===== src/rtl/fsm_step_counter.sv =====
// Modulo-MODULO step counter: up/down by STEP, synchronous load with range check,
// optional Gray-coded output and registered wrap / load-error pulses.
module fsm_step_counter #(
    parameter int WIDTH   = 3,
    parameter int MODULO  = 8,
    parameter int STEP    = 2,
    parameter int RST_VAL = 0
) (
    input  logic             clk,
    input  logic             rst,
    input  logic             en,
    input  logic             dir,
    input  logic             load,
    input  logic [WIDTH-1:0] load_val,
    input  logic             gray_sel,
    output logic [WIDTH-1:0] Salida,
    output logic             wrap,
    output logic             load_err
);

    localparam logic [WIDTH:0]   C_MOD  = (WIDTH+1)'(MODULO);
    localparam logic [WIDTH:0]   C_STEP = (WIDTH+1)'(STEP);
    localparam logic [WIDTH-1:0] C_RST  = WIDTH'(RST_VAL);

    if (WIDTH < 1 || MODULO < 2 || MODULO > (1 << WIDTH) ||
        STEP < 1 || STEP >= MODULO || RST_VAL < 0 || RST_VAL >= MODULO) begin : g_param_check
        $fatal(1, "fsm_step_counter: illegal parameter set");
    end

    logic [WIDTH-1:0] r_state;
    logic             r_wrap;
    logic             r_load_err;

    logic [WIDTH:0]   w_ext;
    logic [WIDTH:0]   w_up;
    logic [WIDTH:0]   w_dn_wrap;
    logic [WIDTH-1:0] w_next_state;
    logic             w_next_wrap;
    logic             w_next_load_err;

    // One extra bit keeps state+STEP and state+MODULO from overflowing.
    assign w_ext     = {1'b0, r_state};
    assign w_up      = w_ext + C_STEP;
    assign w_dn_wrap = w_ext + C_MOD - C_STEP;

    always_ff @(posedge clk) begin
        if (rst) begin
            r_state    <= C_RST;
            r_wrap     <= 1'b0;
            r_load_err <= 1'b0;
        end else begin
            r_state    <= w_next_state;
            r_wrap     <= w_next_wrap;
            r_load_err <= w_next_load_err;
        end
    end

    always_comb begin
        w_next_state    = r_state;
        w_next_wrap     = 1'b0;
        w_next_load_err = 1'b0;
        if (load) begin
            if ({1'b0, load_val} < C_MOD) begin
                w_next_state = load_val;
            end else begin
                w_next_state    = '0;
                w_next_load_err = 1'b1;
            end
        end else if (w_ext >= C_MOD) begin
            // Out-of-range state recovers to zero without signalling a wrap.
            w_next_state = '0;
        end else if (en) begin
            if (!dir) begin
                if (w_up >= C_MOD) begin
                    w_next_state = WIDTH'(w_up - C_MOD);
                    w_next_wrap  = 1'b1;
                end else begin
                    w_next_state = w_up[WIDTH-1:0];
                end
            end else begin
                if (w_ext >= C_STEP) begin
                    w_next_state = WIDTH'(w_ext - C_STEP);
                end else begin
                    w_next_state = w_dn_wrap[WIDTH-1:0];
                    w_next_wrap  = 1'b1;
                end
            end
        end
    end

    always_comb begin
        Salida   = gray_sel ? (r_state ^ (r_state >> 1)) : r_state;
        wrap     = r_wrap;
        load_err = r_load_err;
    end

endmodule

===== config.mk =====
export PLATFORM = sky130hd
export DESIGN_NAME = fsm_step_counter
export DESIGN_NICKNAME = d
export VERILOG_FILES = /design/src/rtl/fsm_step_counter.sv
export SDC_FILE = /design/constraint.sdc
export NUM_CORES = 1
export LEC_CHECK = 0
export ABC_AREA = 1
export BUFFER_PORTS_ARGS = -buffer_cell sky130_fd_sc_hd__buf_2
export CAP_MARGIN = 20
export CELL_PAD_IN_SITES_DETAIL_PLACEMENT = 1
export CELL_PAD_IN_SITES_GLOBAL_PLACEMENT = 2
export CORE_MARGIN = 3
export CORE_UTILIZATION = 18
export DETAILED_ROUTE_END_ITERATION = 7
export PLACE_DENSITY = 0.74
export SETUP_SLACK_MARGIN = 0.4
export SYNTH_ARGS = -nofsm -noshare
export SYNTH_HDL_FRONTEND = slang
export SYNTH_SLANG_ARGS = --single-unit

===== constraint.sdc =====
create_clock -name clk -period 1.4 [get_ports clk]
set_clock_uncertainty 0.2 [all_clocks]
set_input_delay 0.07 -clock clk [delete_from_list [all_inputs] [get_ports clk]]
set_output_delay 0.07 -clock clk [all_outputs]
set_load 0.05 [all_outputs]

==> flow_metrics.env <==
export IMPL_outcome="complete, but fails checks"
export IMPL_violations="hold timing, setup timing"
export IMPL_via_per_inst=4.18
export IMPL_worst_r2r_path_depth=7
export IMPL_cts_max_level=1
export IMPL_drt_drc_violations_left=0
export IMPL_fin_area_um2=551
export IMPL_seq_area_um2=86.3
export IMPL_yosysTopAreaCellShare_pct=30.2
export IMPL_drt_pass1_iter_count=1
export IMPL_synth_distinct_cells=12
export IMPL_synth_cells=42
export IMPL_clockBufferDepth=2
export IMPL_fin_nets=78
export IMPL_hpwl_um=595
export IMPL_multi_input_area_um2=195
export IMPL_max_freq_ghz=0.696
export IMPL_coreArea_um2=1330
export IMPL_drtIter0Drc=0
export IMPL_layout_cells_non_filler=80
export IMPL_synth_compound_area_share_pct=11.3
export IMPL_antenna_found_initial=0
export IMPL_grt_pass1_vias=354
export IMPL_ir_worst_vdd_mv=0.282
export IMPL_pin_count=14
export IMPL_die_w_um=44.4
export IMPL_cts_buffers=3
export IMPL_synth_area_leader_cell="dfxtp_1"
export IMPL_initial_core_util_pct=19.9
export IMPL_critPathCaptureType="output port"
export IMPL_dp_cells=68
export IMPL_synthAdderAreaFrac_pct=9.43
export IMPL_clock_root_buffer="clkbuf_4"
export IMPL_drive_above_1_share_pct=61.5
export IMPL_final_common_cell="buf_2"
export IMPL_insertedDiodeCount=0
export IMPL_final_util_pct=41.3
export IMPL_hold_slack_ns=-0.0870
export IMPL_worst_setup_path_type="reg2out"
export IMPL_clkTransAtPathRegs_ns=0.04
export IMPL_slew_violations=0
export IMPL_leakagePower_nw=0.283
export IMPL_clkLatencyLatePin_ns=0.25
export IMPL_worstPathMaxFanout=3
export IMPL_post_synth_mux_area_share_pct=0
export IMPL_cp_arrival_ns=1.17
export IMPL_synth_simple_gate_area_share_pct=24.5
export IMPL_grt_pass1_wl_um=1510
export IMPL_syn_area_per_cell_um2=6.32
export IMPL_syn2layout_area_growth_pct=108
export IMPL_setup_ws_ns=-0.0371
export IMPL_synth_area_leaders="dfxtp_1 30%, nand2_1 17%, inv_1 14%, ha_1 9.4%, a21oi_1 7.5%"
export IMPL_cap_violations=0
export IMPL_fin_crit_ns=1.44
export IMPL_cts_tree="built"
export IMPL_die_y_um=44.4
export IMPL_final_cell_mix="8 x buf_2, 7 x nand2_1, 5 x inv_2"
export IMPL_port_buffers=12
export IMPL_place_congestion=0.640
export IMPL_rsz0062_at_grt="yes"
export IMPL_cp_start_kind="flop"
export IMPL_n_fill_cell=182
export IMPL_powerDensity_nw_per_um2=871
export IMPL_synth_top_family_by_area="simple AND/OR/NAND/NOR gates"
export IMPL_synth_xor_area_share_pct=3.30
export IMPL_rows=13
export IMPL_ys_ff_latch=4
export IMPL_clock_sinks=4
export IMPL_setup_violations_final=2
export IMPL_die_area_um2=1970
export IMPL_ys_seq_area_share_pct=30.2
export IMPL_worstHoldPathCells=3
export IMPL_grt_max_degree=6
export IMPL_routed_wl_um=988
export IMPL_wire_per_inst_um=12.4
export IMPL_postPlaceCellArea_um2=365
export IMPL_power_mw=0.480
export IMPL_synth_area_um2=265
export IMPL_final_hold_viol_count=4
export IMPL_num_vias=334
export IMPL_syn_nets=53
export IMPL_min_path_type="in2reg"
export IMPL_grt_usage_pct=11.4
export IMPL_overflow=0
export IMPL_required_ns=1.13
export IMPL_fin_crit_sh_pct=103
export IMPL_yosys_warnings=0
export IMPL_ant_nets=0
## cells by family after synthesis
kind of cell / after synthesis
other: 1
xor gates and xnor gates: 1
buffers and inverters: 12
and+or+nand+nor: 16
DFF: 4
adders and majority gates: 2
AOI/OAI and AO/OA: 6
## sequential cells by signal, indices dropped and copies added (netlist names)
signal / cells
wrap: 1
r_state: 3
## report_power, final
group          leakage [nW]  switching [mW]  internal [mW]
Sequential           0.0344         0.00613          0.122
Clock                0.0138          0.0574         0.0965
Combinational         0.235           0.107         0.0907
Total                 0.283           0.171          0.309
## timing repair
item	in CTS	in global routing
endpoints found under the setup margin	6	8
resized for setup	17	11
pin swaps	2	4
buffers inserted	4	1
endpoints found under the hold margin	4	4
hold buffers	5	1
## cells in the mapped netlist
cell type  number
inv_1          10
nand2_1        12
xor2_1          1
conb_1          1
nand3_1         2
ha_1            2
buf_4           2
nor2_2          1
a21oi_1         4
nor2_1          1
o21ai_0         2
dfxtp_1         4
## critical path, cell delays in order (launching register included)
cell and delay (ns):
dfxtp_4 0.35, inv_4 0.04, ha_4 0.26, nand2_4 0.05, o21ai_4 0.05, buf_6 0.17
## final cells by class
type,instances,area share (%)
Multi-Input combinational cell,26,35.5
Tap cell,15,3.41
Sequential cell,4,15.7
Inverter,10,7.27
Timing Repair Buffer,22,34.1
Clock buffer,3,4.09
## per-layer routing
metal / part of all wire [%] / vias up / global-route usage (%) / routed length, um
li1: - / 169 / - / -
met1: 32 / 152 / 10.7 / 317
met2: 57 / 9 / 18.9 / 565
met3: 7.0 / 4 / 6.50 / 69
met4: 3.6 / 0 / 7.23 / 36
met5: 0 / - / 0 / 0
## final timing paths
path	from	endpoint	slack, ns
setup / recovery	r_state[1]	Salida[1]	-0.04
hold / removal	dir	wrap	-0.09
setup reg to reg	r_state[1]	r_state[2]	-0.02
hold reg to reg	r_state[0]	r_state[0]	0.37
## through the flow
step | hold slack (ns) | worst slack (ns) | setup TNS, ns
2_1_floorplan | -0.0683 | 0.237 | 0
3_3_place_gp | 0.0414 | 0.0612 | 0
3_5_place_dp | 0.0380 | 0.0491 | 0
4_1_cts | -0.0195 | -0.0365 | -0.0379
5_1_grt | -0.0500 | -0.0789 | -0.206
6_report | -0.0870 | -0.0371 | -0.0533
Note: power is estimated with default switching activity, not from simulation.
